==> config.mk <==
export PLATFORM = sky130hd
export DESIGN_NAME = viterbi_frame_ctrl
export DESIGN_NICKNAME = d
export VERILOG_FILES = /design/src/rtl/viterbi_ctrl_pkg.sv /design/src/rtl/viterbi_tag_delay.sv /design/src/rtl/viterbi_frame_ctrl.sv
export SDC_FILE = /design/constraint.sdc
export NUM_CORES = 1
export LEC_CHECK = 0
export ABC_AREA = 1
export BUFFER_PORTS_ARGS = -buffer_cell sky130_fd_sc_hd__buf_2
export CAP_MARGIN = 20
export CORE_MARGIN = 5
export CORE_UTILIZATION = 40
export CTS_CLUSTER_DIAMETER = 40
export DETAILED_ROUTE_END_ITERATION = 8
export PLACE_DENSITY_LB_ADDON = 0.05
export SLEW_MARGIN = 20
export SYNTH_ARGS = -nofsm -noshare
export SYNTH_HDL_FRONTEND = slang
export SYNTH_SLANG_ARGS = --single-unit
==> constraint.sdc <==
create_clock -name clk -period 3.6 [get_ports clk]
set_input_delay 0.54 -clock clk [delete_from_list [all_inputs] [get_ports clk]]
set_output_delay 0.54 -clock clk [all_outputs]
set_load 0.05 [all_outputs]
==> src/rtl/viterbi_ctrl_pkg.sv <==
// Shared types and width helpers for the Viterbi loopback frame controller.
package viterbi_ctrl_pkg;

    typedef enum logic [2:0] {
        StIdle,
        StFill,
        StSend,
        StTail,
        StDrain,
        StDone
    } ctrl_state_t;

    // Index width for a counter running 0..n-1; never narrower than one bit.
    function automatic int unsigned idx_width(input int unsigned n);
        return (n > 1) ? $clog2(n) : 1;
    endfunction

    // Width of a counter that must be able to hold the value n itself.
    function automatic int unsigned cnt_width(input int unsigned n);
        return $clog2(n + 1);
    endfunction

endpackage

==> src/rtl/viterbi_tag_delay.sv <==
// DEPTH-stage tag shift register marking which decoder outputs carry frame data.
module viterbi_tag_delay #(
    parameter int unsigned DEPTH = 64
) (
    input  logic clk,
    input  logic clr_i,
    input  logic tag_i,
    output logic tag_o,
    output logic any_o
);

    logic [DEPTH-1:0] pipe_q;

    if (DEPTH == 1) begin : g_single
        always_ff @(posedge clk) begin
            if (clr_i) begin
                pipe_q <= '0;
            end else begin
                pipe_q <= tag_i;
            end
        end
    end else begin : g_shift
        always_ff @(posedge clk) begin
            if (clr_i) begin
                pipe_q <= '0;
            end else begin
                pipe_q <= {pipe_q[DEPTH-2:0], tag_i};
            end
        end
    end

    assign tag_o = pipe_q[DEPTH-1];
    assign any_o = |pipe_q;

endmodule

==> src/rtl/viterbi_frame_ctrl.sv <==
// Loopback frame sequencer: buffers a frame, bursts it into the encoder with a zero tail,
// then aligns, forwards and scores the decoder output against the buffered source.
module viterbi_frame_ctrl
    import viterbi_ctrl_pkg::*;
#(
    parameter int unsigned FRAME_LEN   = 256,
    parameter int unsigned TAIL_LEN    = 8,
    parameter int unsigned DEC_LATENCY = 64
) (
    input  logic                           clk,
    input  logic                           rst,
    input  logic                           start_i,
    input  logic                           src_valid_i,
    input  logic                           src_data_i,
    output logic                           src_ready_o,
    output logic                           enc_bit_o,
    output logic                           enc_en_o,
    input  logic                           dec_bit_i,
    output logic                           out_valid_o,
    output logic                           out_data_o,
    output logic                           busy_o,
    output logic                           done_o,
    output logic [$clog2(FRAME_LEN+1)-1:0] err_cnt_o
);

    localparam int unsigned IdxW  = idx_width(FRAME_LEN);
    localparam int unsigned TailW = idx_width(TAIL_LEN);
    localparam int unsigned ErrW  = cnt_width(FRAME_LEN);

    ctrl_state_t state_q, state_d;

    logic [IdxW-1:0]  wr_idx_q, wr_idx_d;
    logic [IdxW-1:0]  rd_idx_q, rd_idx_d;
    logic [IdxW-1:0]  cmp_idx_q, cmp_idx_d;
    logic [TailW-1:0] tail_cnt_q, tail_cnt_d;
    logic [ErrW-1:0]  err_cnt_q, err_cnt_d;

    logic buf_q [FRAME_LEN];

    logic enc_en_q, enc_bit_q, tag_q;
    logic out_valid_q, out_data_q;
    logic tag_out, tag_any;

    always_comb begin
        state_d    = state_q;
        wr_idx_d   = wr_idx_q;
        rd_idx_d   = rd_idx_q;
        tail_cnt_d = tail_cnt_q;
        unique case (state_q)
            StIdle: begin
                if (start_i) begin
                    state_d    = StFill;
                    wr_idx_d   = '0;
                    rd_idx_d   = '0;
                    tail_cnt_d = '0;
                end
            end
            StFill: begin
                if (src_valid_i) begin
                    wr_idx_d = wr_idx_q + IdxW'(1);
                    if (wr_idx_q == IdxW'(FRAME_LEN - 1)) begin
                        state_d = StSend;
                    end
                end
            end
            StSend: begin
                rd_idx_d = rd_idx_q + IdxW'(1);
                if (rd_idx_q == IdxW'(FRAME_LEN - 1)) begin
                    state_d = StTail;
                end
            end
            StTail: begin
                if (tail_cnt_q == TailW'(TAIL_LEN - 1)) begin
                    state_d    = StDrain;
                    tail_cnt_d = '0;
                end else begin
                    tail_cnt_d = tail_cnt_q + TailW'(1);
                end
            end
            // An empty tag pipe means the final compare was registered on the previous edge.
            StDrain: begin
                if (!tag_any) begin
                    state_d = StDone;
                end
            end
            StDone:  state_d = StIdle;
            default: state_d = StIdle;
        endcase
    end

    always_comb begin
        cmp_idx_d = cmp_idx_q;
        err_cnt_d = err_cnt_q;
        if (state_q == StIdle && start_i) begin
            cmp_idx_d = '0;
            err_cnt_d = '0;
        end else if (tag_out) begin
            cmp_idx_d = cmp_idx_q + IdxW'(1);
            if (dec_bit_i != buf_q[cmp_idx_q] && err_cnt_q != ErrW'(FRAME_LEN)) begin
                err_cnt_d = err_cnt_q + ErrW'(1);
            end
        end
    end

    // Buffer is only written in FILL so compare data stays stable until the next frame.
    always_ff @(posedge clk) begin
        if (state_q == StFill && src_valid_i) begin
            buf_q[wr_idx_q] <= src_data_i;
        end
    end

    always_ff @(posedge clk) begin
        if (rst) begin
            state_q     <= StIdle;
            wr_idx_q    <= '0;
            rd_idx_q    <= '0;
            cmp_idx_q   <= '0;
            tail_cnt_q  <= '0;
            err_cnt_q   <= '0;
            enc_en_q    <= 1'b0;
            enc_bit_q   <= 1'b0;
            tag_q       <= 1'b0;
            out_valid_q <= 1'b0;
            out_data_q  <= 1'b0;
        end else begin
            state_q     <= state_d;
            wr_idx_q    <= wr_idx_d;
            rd_idx_q    <= rd_idx_d;
            cmp_idx_q   <= cmp_idx_d;
            tail_cnt_q  <= tail_cnt_d;
            err_cnt_q   <= err_cnt_d;
            enc_en_q    <= (state_q == StSend) || (state_q == StTail);
            enc_bit_q   <= (state_q == StSend) && buf_q[rd_idx_q];
            tag_q       <= (state_q == StSend);
            out_valid_q <= tag_out;
            out_data_q  <= tag_out && dec_bit_i;
        end
    end

    viterbi_tag_delay #(
        .DEPTH(DEC_LATENCY)
    ) u_tag_delay (
        .clk  (clk),
        .clr_i(rst),
        .tag_i(tag_q),
        .tag_o(tag_out),
        .any_o(tag_any)
    );

    assign src_ready_o = (state_q == StFill);
    assign busy_o      = (state_q != StIdle);
    assign done_o      = (state_q == StDone);
    assign enc_en_o    = enc_en_q;
    assign enc_bit_o   = enc_bit_q;
    assign out_valid_o = out_valid_q;
    assign out_data_o  = out_data_q;
    assign err_cnt_o   = err_cnt_q;

endmodule

==> metrics list, run 1 <==
- Maximum fanout along the worst path: 40
- Number of nets at the end of the flow: around 2200
* Overall power consumption: 12.3 mW
- Clock tree synthesis found a total of 380 sinks.
- STA classifies the critical path startpoint as a register.
- The clock passes through at most 3 buffers.
* Data required time at the worst endpoint: 4.08 ns
* CTS H-tree lvls: 3
* Placer Congestion: 0.857
- Period utilization: 0.824
- Port buffer count: 21
- Slew at the pin closest to its max-slew limit: roughly 1.1 ns
- Post-place instance area: 19000 µm²
* Post CTS Setup Buffer Count: 0
- Max Fclk: about 0.34 GHz
* Leading cell type in the layout, fill and taps excluded: nor2_1
* Area of the die: 50200 µm²
- Via density: 5.52
- Post-CTS repair changed the size of 0 cells.
- For this configuration, the core starts out at a cell density of 0.404.
- From synthesis to final layout, the design area changed by 15.9%.
- Number of I/O pins: 22
- In this run, post-CTS hold repair placed 0 buffers.
- The tightest min-delay check is of the input pin to register type.
* Row count: 78
* Endpoints failing hold: 0
- In this run, synthesis produced a sequential element count of 380.
* Root Driver: clkbuf_16
* Core Box Area: 45400 µm²
- DRC violations left: 0
- Min Clock Period, post-route: 2.96 ns
- The final layout contains routed wiring with a total length of 61300 µm.
- Count of maximum capacitance violations: 0
- Clock transition at the register clock pins on the worst setup and hold paths after CTS: 0.05 ns
- Global routing finished with a remaining overflow of 0.
- Design area: 21200 µm²
* Share of post-route cells with drive strength above 1: 0.0863
- Total routing usage reported by global routing: 0.240
- Summed over all cells, the static leakage comes to 7.52 nW.
- The number of max-slew violations in the final report came to 0.
- Status: complete, no violations
- Net count after synthesis: 2244
- Number of iterations in the first detailed-routing pass: 6
- Entering global routing, the biggest net connects around 130 pins.
- Arrival time at the worst endpoint: approximately 3.5 ns
- The library cells used most frequently in the layout, excluding fill and tap cells, are nor2_1, nand2_1, nand3_1.
- WL/cell: 21.3 µm
- Num CTS Buffers: 69
- First-pass GRT wire length: a little over 90000 µm
* Clock latency reported for the late side of the worst-skew pair: 0.61 ns
- Setup ws final: about 0.64 ns
* Vias in the first global route: approximately 16000
* Total via count in the routed design: between 15000 and 20000
- STA classifies the critical path endpoint as a register.
* Gate count after technology mapping: ~2200
- For this design the ratio of total power to cell area is a little under 600 nW/µm².
- Yosys printed 0 warnings.
- 0 antenna diodes ended up in the layout.
- Headroom to the max-slew limit came out at 0.279.
* Chip Width: 224 µm
* Count of cell types in the netlist: 36
* Remaining antenna violation count after routing: 0
* Final setup viols: 0
* Final sum of negative setup slack: 0 ns
- Of the synthesized area, sequential elements account for 0.555.
- CTS tree: built
* Total half-perimeter wirelength after legalization and detailed placement: 35100 µm
* Post-Syn Area per Cell: 8.23 µm²
* Setup repair after global routing missed its margin: no
* Syn Std Cell Area: 18300 µm²
- IR analysis of the VDD net gives a maximum drop of 460 µV.
- The initial antenna violation count came to 0.
- OpenSTA, run right after detailed placement, puts the worst setup slack at 0.660 ns.
* Critical path class: register to register
* Setup Skew: 0.0313 ns
* Chip Height: roughly 220 µm
- Drt first-iter violations: 1621
[cell families after synthesis]
kind of cell,count (synthesis),synth area share
fa+ha+maj,10,0.00682
buf+inv,301,0.0691
simple gates,1252,0.283
xor+xnor,2,0.000956
compound gates,283,0.0853
flops,380,0.555
[synth_stat cells (all sizes together)]
master     n  area, µm²
a221oi     3       26.3
nor3b      2       15.0
o21ai    161        806
nand2    386       1450
o221ai     4       35.0
buf       53        337
o211ai     1       7.51
a21boi     1       7.51
edfxtp   256       7690
a21oi     33        165
ha        10        125
nand3b     2       15.0
a31oi      2       12.5
o31ai      1       7.51
and3       1       6.26
inv      149        559
nand3    285       1440
a211oi     5       37.5
or2        2       12.5
o22ai     69        432
clkbuf    99        372
nand4     23        144
nor4       5       31.3
a32o       1       10.0
nor3      14       75.1
dfxtp    124       2480
nor2     532       2000
a2111oi    2       17.5
xor2       2       17.5
[critical path: stages (launching register included)]
cell and delay [ns]:
dfxtp_4 0.44, inv_4 0.28, buf_12 0.27, buf_12 0.19, nand2_1 0.06, nand3_1 0.07
nand3_1 0.07, nand3_1 0.11, nand3_1 0.12, nand2_1 0.14, nand2_1 0.06, nand3_1 0.10
nand3_2 0.10, nand3_2 0.10, nand2_1 0.06, nor2_2 0.37, nand3_1 0.14, nand2_1 0.09
nor2_1 0.05
[flip-flops by register name, indices dropped and copies added (netlist names), named ones only]
| signal | flops |
|---|---|
| tag_q | 1 |
| tail_cnt_q | 3 |
| out_valid_o | 1 |
| rd_idx_q | 8 |
| enc_bit_o | 1 |
| enc_en_o | 1 |
| err_cnt_o | 9 |
| wr_idx_q | 8 |
| out_data_o | 1 |
| state_q | 3 |
| cmp_idx_q | 8 |
| u_tag_delay.pipe_q | 64 |
| buf_q | 256 |
[per-stage QoR]
stage / util / instances / hold WS, ns
final: 0.468 / 2872 / 0.329
after CTS: 0.468 / 2872 / 0.298
after global routing: 0.468 / 2872 / 0.316
after detailed placement: 0.419 / 2747 / 0.405
after floorplan: - / 2228 / 0.388
after global placement: 0.419 / 2747 / 0.410
[path summary, 6_finish.rpt]
path	from	end	slack, ns	cells past startpoint
min reg2reg	tag_q	u_tag_delay.pipe_q[0]	0.42	2
min	dec_bit_i	out_data_o	0.33	3
max reg2reg	register	err_cnt_o[4]	0.64	18
max	register	err_cnt_o[4]	0.64	18
[cell type report]
| cell class | instances | area (µm²) |
|---|---|---|
| fill | 4402 | 24100 |
| sequential | 380 | 10200 |
| multi-input combinational | 1547 | 6900 |
| clock buffer | 80 | 1810 |
| tap | 600 | 751 |
| timing repair buffer | 71 | 637 |
| inverter | 149 | 563 |
| clock inverter | 45 | 405 |
[where the power goes]
part	switching (mW)	internal, mW	leakage (nW)
logic	1.11	0.391	3.17
registers	0.0428	4.70	3.30
clock network	2.36	3.75	1.05
total	3.51	8.84	7.52
[metal layers]
layer,up-vias,global-route usage,part of all wire
met3,148,0.0453,0.070
met4,0,0.0909,0.035
met2,609,0.383,0.46
met1,7652,0.328,0.44
met5,-,0,0
li1,7443,-,-
Power figures use the tool's default switching activity.
==> run 2: changes to the inputs <==
- clock period: 3.6 -> 2.7 ns (I/O delays scaled with it)
==> run 2 against run 1 <==
- cell count increased by 1.0%
- global-route usage increased by 0.12 points
- die area unchanged
- sequential power increased by 33%
- critical path depth unchanged
- count of clock-buffer cells in the layout increased by 2
- critical path type unchanged
- clock skew decreased by 0.011 ns
- via count increased by 1.9%
- hold slack got worse by 0.15 ns
- wire length increased by 0.65%
- sequential cell count unchanged
==> metrics list, run 2 (same netlist as run 1, synthesis figures left out) <==
* Status: complete, no violations
- Critical path class: register to register
- The total inserted antenna cells came to 0 (unchanged).
- The count of port buffers added during placement came to 21 (unchanged).
- Net load switching power: 4.81 mW (+37%)
* Launch instance of the worst min-delay path: dec_bit_i
- The net switching share of the total power is 0.272 (-0.0118).
- Leading cell type in the layout, fill and taps excluded: nor2_1
* CTS tree: built
- Total half-perimeter wirelength after legalization and detailed placement: 35900 µm (+2.3%)
- The number of primary I/O pins was 22 (unchanged).
* Post-place instance area: 19300 µm² (+1.5%)
* Crit Reg-Reg Endpoint: err_cnt_o[1]
* Slew headroom: 0.499 (+0.220)
- Drt first-iter violations: 1729 (+6.7%)
* Slew at the pin closest to its max-slew limit: 0.750 ns (-0.330 ns)
* Number of antenna violations at the first check in global routing: 0 (unchanged)
- The cell area power density is 807 nW/µm² (+39%).
- The die area is 50200 µm² (unchanged).
- WL/cell: 21.3 µm (-0.35%)
* Design area: 21900 µm² (+3.1%)
- Critical path launch point type: register
- The number of DRC violations after detailed routing was 0 (unchanged).
- The number of flip-flops in the largest register came to 256 (unchanged).
* Cell-by-cell trace of the critical path: inv_4 -> buf_12 -> nand2_1 -> nand3_1 -> nand3_1 -> nand3_1 -> nand3_1 -> nand2_1 -> nand2_1 -> nand3_1 -> nand3_2 -> nand3_2 -> nand2_1 -> nor2_2 -> buf_4 -> nand3_1 -> nand2_1 -> nor2_1
* Number of max-slew violations in the final report: 0 (unchanged)
* Register containing the most flip-flops in the final layout: buf_q
- Highest-count cells in the layout ignoring fill and taps: nor2_1, nand2_1, nand3_1
* Endpoints failing hold: 0 (unchanged)
* Min Clock Period, post-route: 2.48 ns (-0.482 ns)
- The number of buffers between clock root and the deepest sink is 3 (unchanged).
- Maximum fanout along the worst path: 36 (-10%)
- The leakage power figure was 7.87 nW (+4.7%).
* Final sum of negative setup slack: 0 ns (unchanged)
* Final setup viols: 0 (unchanged)
- The number of global-route vias before repair was 15685 (+1.2%).
- The root buffer cell chosen for the clock tree is clkbuf_16.
* Post CTS Setup Buffer Count: 0 (unchanged)
- Core Box Area: 45400 µm² (unchanged)
- Share of post-route cells with drive strength above 1: 0.103 (+0.0163)
- Chip Width: 224 µm (unchanged)
- Worst voltage drop across the vdd grid: 652 µV (+42%)
- The H-tree depth was 3 (unchanged).
- The maximum number of pins on one net before global-route repair is 76 (-41%).
- The first-pass iteration count of the detailed router came to 6 (unchanged).
- Arrival time at the worst endpoint: 2.97 ns (-0.48 ns)
- The remaining antenna violation count was 0 (unchanged).
- The setup slack of the most critical reg-to-reg path was 0.22 ns (-0.42 ns).
* Part of the power in the clock network: 0.525 (+0.031)
* Largest delay contributor family on the critical path: simple AND/OR/NAND/NOR gates
* Worst Path Buf+Inv: 3 (unchanged)
- Worst-path cell with the longest stage delay: dfxtp_4
* Total length of routed wires: 61600 µm (+0.65%)
- The internal cell power is 12.9 mW (+46%).
- STA classifies the critical path endpoint as a register.
* Total via count in the routed design: 16161 (+1.9%)
- Total area of multi-input combinational cells: 6910 µm² (+0.11%)
* Num CTS Buffers: 73 (+5.8%)
* Hold path endpoint: out_data_o
- Worst stage delay on the critical path: 0.40 ns (-0.04 ns)
- Count of maximum capacitance violations: 0 (unchanged)
* Min-Delay Path Depth: 3 (unchanged)
* Initial cell density of the core: 0.404 (unchanged)
- The floorplan row count is 78 (unchanged).
- Cell repeated most along the worst path: nand3_1
- First-pass GRT wire length: 92900 µm (-0.18%)
- The total of hold buffers inserted after clock tree synthesis came to 0 (unchanged).
* Via density: 5.57 (+0.93%)
- Number of filler cells placed in the layout: 4379 (-0.52%)
- Period utilization: 0.920 (+0.0961)
- The total of cells resized after clock tree synthesis was 0 (unchanged).
- Chip Height: 224 µm (unchanged)
- The logic depth of the worst register-to-register path is 18 (unchanged).
- Clock latency reported for the late side of the worst-skew pair: 0.60 ns (about the same)
- The clock sink count came to 380 (unchanged).
* Data required time at the worst endpoint: 3.19 ns (-0.89 ns)
- Synth-to-layout area growth: 19.4%
- Worst slack on hold paths: 0.183 ns (-0.146 ns)
- The maximum clock rate was 0.403 GHz (+19%).
- Flop pwr share: 0.358 (-0.027)
- Setup Skew: 0.0206 ns (-0.0107 ns)
- Type of the worst min-delay path: input pin to register
- The global routing usage summed across all routing layers came to 0.241 (+0.00117).
- Clock transition at the register clock pins on the worst setup and hold paths after CTS: 0.05 ns (about the same)
- The weighted congestion at the end of routability-driven global placement is 0.888 (+3.5%).
- The combinational group share of total power came to 0.117 (-0.004).
- Gr ovfl total: 0 (unchanged)
* Number of nets at the end of the flow: 2261 (+1.2%)
- The register area is 10200 µm² (unchanged).
## run 2: cell count changes in the layout (fill, tap and decap cells not counted), sizes merged
cell | before | now
buf | 71 | 92
inv | 154 | 167
clkinv | 29 | 17
bufinv | 1 | 8
clkbuf | 80 | 84
clkinvlp | 10 | 6
## run 2: area by class of cell
cell class | instances | area share
flip-flops and latches | 380 | 0.465
multi-input cells | 1547 | 0.315
clock buffers | 82 | 0.0883
repair buffers | 94 | 0.0450
well taps | 600 | 0.0343
clock inverters | 49 | 0.0265
inverters | 149 | 0.0257
## run 2: worst max path at each step
stage / start / to / slack [ns] / cells past startpoint
3_3_place_gp: register / err_cnt_o[8] / 0.20 / 18
2_1_floorplan: state_q[0] / buf_q[100] / 0.09 / 8
4_1_cts: register / err_cnt_o[1] / 0.16 / 18
6_report: register / err_cnt_o[1] / 0.22 / 18
5_1_grt: register / err_cnt_o[1] / -0.002 / 17
3_5_place_dp: register / err_cnt_o[8] / 0.18 / 18
## run 2: worst reg2reg max path: stages, from the launching register on
cell and delay, ns:
dfxtp_4 0.40, inv_4 0.16, buf_12 0.23, nand2_1 0.08
nand3_1 0.08, nand3_1 0.08, nand3_1 0.09, nand3_1 0.12
nand2_1 0.14, nand2_1 0.06, nand3_1 0.11, nand3_2 0.16
nand3_2 0.14, nand2_1 0.07, nor2_2 0.08, buf_4 0.18
nand3_1 0.09, nand2_1 0.06, nor2_1 0.05
## run 2: stage by stage
step	utilization	instances	setup WS, ns	power [mW]
after global placement	0.426	2768	0.201	8.47
final	0.483	2901	0.217	17.7
after CTS	0.481	2899	0.162	17.8
after detailed placement	0.426	2768	0.182	8.49
after floorplan	-	2228	0.0876	7.73
after global routing	0.483	2901	-0.00180	18.3
## run 2: metal layers
layer | wire length (µm) | part of all wire | global-route usage | vias up
met5 | 0 | 0 | 0 | -
met4 | 1990 | 0.032 | 0.0905 | 0
met3 | 4720 | 0.077 | 0.0474 | 154
met2 | 28600 | 0.46 | 0.385 | 697
met1 | 26400 | 0.43 | 0.328 | 7791
li1 | - | - | - | 7519
## run 2: power groups by stage
stage	clock network, mW	logic, mW	registers, mW
4_1_cts	9.42	2.05	6.33
6_report	9.28	2.07	6.33
5_1_grt	9.70	2.28	6.33
3_5_place_dp	0	2.04	6.44
2_1_floorplan	0	1.29	6.43
3_3_place_gp	0	2.03	6.44
==> run 3: changes to the inputs <==
- CAP_MARGIN: 20 -> default
- REMOVE_ABC_BUFFERS: default -> 1
==> run 3 against run 2 <==
- register-to-register slack lost 0.02 ns
- setup slack lost 0.021 ns
- sequential cell count is the same
- sequential power is essentially flat
==> metrics list, run 3 (same netlist as run 1, synthesis figures left out) <==
- Highest-count cells in the layout ignoring fill and taps: nor2_1, nand2_1, nand3_1
- Min Clock Period, post-route: 2.50 ns (+0.0212 ns)
- The later-pin clock latency in the skew report is 0.61 ns (about the same).
* CTS H-tree lvls: 3 (unchanged)
- First-pass GRT wire length: 93200 µm (+0.27%)
- WL/cell: 21.4 µm (+0.51%)
* Critical path class: register to register
* Share of post-route cells with drive strength above 1: 0.101 (-0.00113)
- The final instance area was 21800 µm² (-0.43%).
* Chip Width: 224 µm (unchanged)
- Setup repair after global routing missed its margin: no
* Total via count in the routed design: 16031 (-0.80%)
* Worst voltage drop across the vdd grid: 649 µV (-0.43%)
- The placement-stage cell area came to 19300 µm² (about the same).
- Count of inserted antenna diode cells: 0 (unchanged)
* Data required time at the worst endpoint: 3.19 ns (about the same)
* Slew headroom: 0.496 (-0.00302)
- Initial cell density of the core: 0.404 (unchanged)
- buf_q holds more flip-flops than any other register.
* Number of iterations in the first detailed-routing pass: 5 (-1)
- Vias in the first global route: 15352 (-2.1%)
* Critical path launch point type: register
* Post-CTS Hold Fix Bufs: 0 (unchanged)
* Period utilization: 0.928 (+0.00784)
- Root Driver: clkbuf_16
* Register-to-Register Path Depth: 18 (unchanged)
* Final setup viols: 0 (unchanged)
- The clock sink count was 380 (unchanged).
- The global routing usage summed across all routing layers was 0.244 (+0.00220).
- The worst hold path begins at src_data_i.
- The library cell used most frequently in the layout, excluding fill and tap cells, is nor2_1.
* Drt first-iter violations: 1517 (-12%)
- Max Fclk: 0.399 GHz (-0.85%)
* Slew at the pin closest to its max-slew limit: 0.757 ns (+0.00634 ns)
- Synth-to-layout area growth: 18.9%
- Pin count of the biggest net entering global routing: 111 (+46%)
* Arrival time at the worst endpoint: 3.00 ns (+0.03 ns)
- The leakage power figure was 7.82 nW (-0.73%).
- The remaining antenna violation count is 0 (unchanged).
* Clock transition at the register clock pins on the worst setup and hold paths after CTS: 0.05 ns (about the same)
* Chip Height: 224 µm (unchanged)
- Status: complete, no violations
- The weighted congestion at the end of routability-driven global placement came to 0.844 (-4.9%).
- Areal power density over the cells: 795 nW/µm² (-1.5%)
* Number of I/O pins: 22 (unchanged)
* Flip-flop count of the largest register, all copies and words added: 256 (unchanged)
* Total half-perimeter wirelength after legalization and detailed placement: 36100 µm (+0.48%)
- Number of max-slew violations in the final report: 0 (unchanged)
- The die area is 50200 µm² (unchanged).
- TritonCTS built the clock tree.
- The net count of the finished layout was 2268 (+0.31%).
- The routed via count divided by cell count was 5.51 (-1.0%).
- Port buffer count: 21 (unchanged)
- The number of failing hold endpoints at the final stage was 0 (unchanged).
* Maximum fanout along the worst path: 15 (-58%)
* Clk buf depth: 3 (unchanged)
* Gr ovfl total: 0 (unchanged)
- The number of DRC violations after detailed routing is 0 (unchanged).
- The floorplan row count is 78 (unchanged).
* Final design utilization: 0.480 (-0.00207)
- In this run the worst hold path is classified as input pin to register.
* Count of maximum capacitance violations: 0 (unchanged)
- The clock buffer count from CTS came to 72 (-1.4%).
- Setup Skew: 0.0307 ns (+0.0100 ns)
- The area of the core was 45400 µm² (unchanged).
* Min-Delay Path Depth: 1 (-2)
- Number of filler cells placed in the layout: 4412 (+0.75%)
* Number of antenna violations at the first check in global routing: 0 (unchanged)
* Total length of routed wires: 62100 µm (+0.72%)
- Endpoint type of the worst setup path: register
-- run 3: final cells by class --
| class | instances | area [µm²] | area share |
|---|---|---|---|
| Clock buffer | 82 | 1870 | 0.0858 |
| Clock inverter | 47 | 558 | 0.0256 |
| Inverter | 149 | 566 | 0.0259 |
| Multi-Input combinational cell | 1547 | 6900 | 0.316 |
| Sequential cell | 380 | 10200 | 0.467 |
| Tap cell | 600 | 751 | 0.0344 |
| Timing Repair Buffer | 102 | 977 | 0.0448 |
-- run 3: through the flow --
stage | total power, mW | TNS, ns | cells | setup WS [ns] | hold slack [ns]
after floorplan | 7.66 | -25.89 | 2076 | -2.64 | 0.388
after global placement | 8.45 | 0 | 2773 | 0.228 | 0.400
after detailed placement | 8.47 | 0 | 2773 | 0.196 | 0.399
after CTS | 17.5 | 0 | 2902 | 0.180 | 0.0633
after global routing | 18.0 | 0 | 2907 | 0.00852 | 0.0813
final | 17.3 | 0 | 2907 | 0.196 | 0.0897
-- run 3: report_power, final --
part           internal, mW  leakage, nW  switching [mW]
Sequential             6.27         3.30          0.0509
Combinational         0.566         3.36            1.50
Clock                  5.72         1.16            3.23
Total                  12.6         7.82            4.78
-- run 3: critical path, stage by stage (launching register included) --
cell	delay, ns
dfxtp_4	0.37
inv_6	0.16
buf_4	0.28
nand2_1	0.09
nand3_1	0.08
nand3_1	0.10
nand3_1	0.12
nand3_1	0.08
nand2_1	0.10
nand2_1	0.06
nand3_1	0.08
nand3_2	0.19
nand3_2	0.16
nand2_1	0.07
nor2_2	0.10
buf_6	0.16
nand3_1	0.08
nand2_1	0.07
nor2_1	0.04
-- run 3: routing by layer --
| metal | vias to the layer above | GRT usage | wire length [µm] |
|---|---|---|---|
| li1 | 7533 | - | - |
| met1 | 7697 | 0.333 | 26700 |
| met2 | 666 | 0.387 | 28500 |
| met3 | 135 | 0.0512 | 5030 |
| met4 | 0 | 0.0852 | 1890 |
| met5 | - | 0 | 0 |
-- run 3: final timing paths --
check	to	slack [ns]
setup / recovery	err_cnt_o[6]	0.20
hold / removal	buf_q[50]	0.09
setup reg to reg	err_cnt_o[6]	0.20
hold reg to reg	u_tag_delay.pipe_q[0]	0.41
-- run 3: what timing repair did --
item                       in CTS  in global routing
setup buffers                   0                  5
setup endpoints to repair       0                  7
resized for setup               0                  4
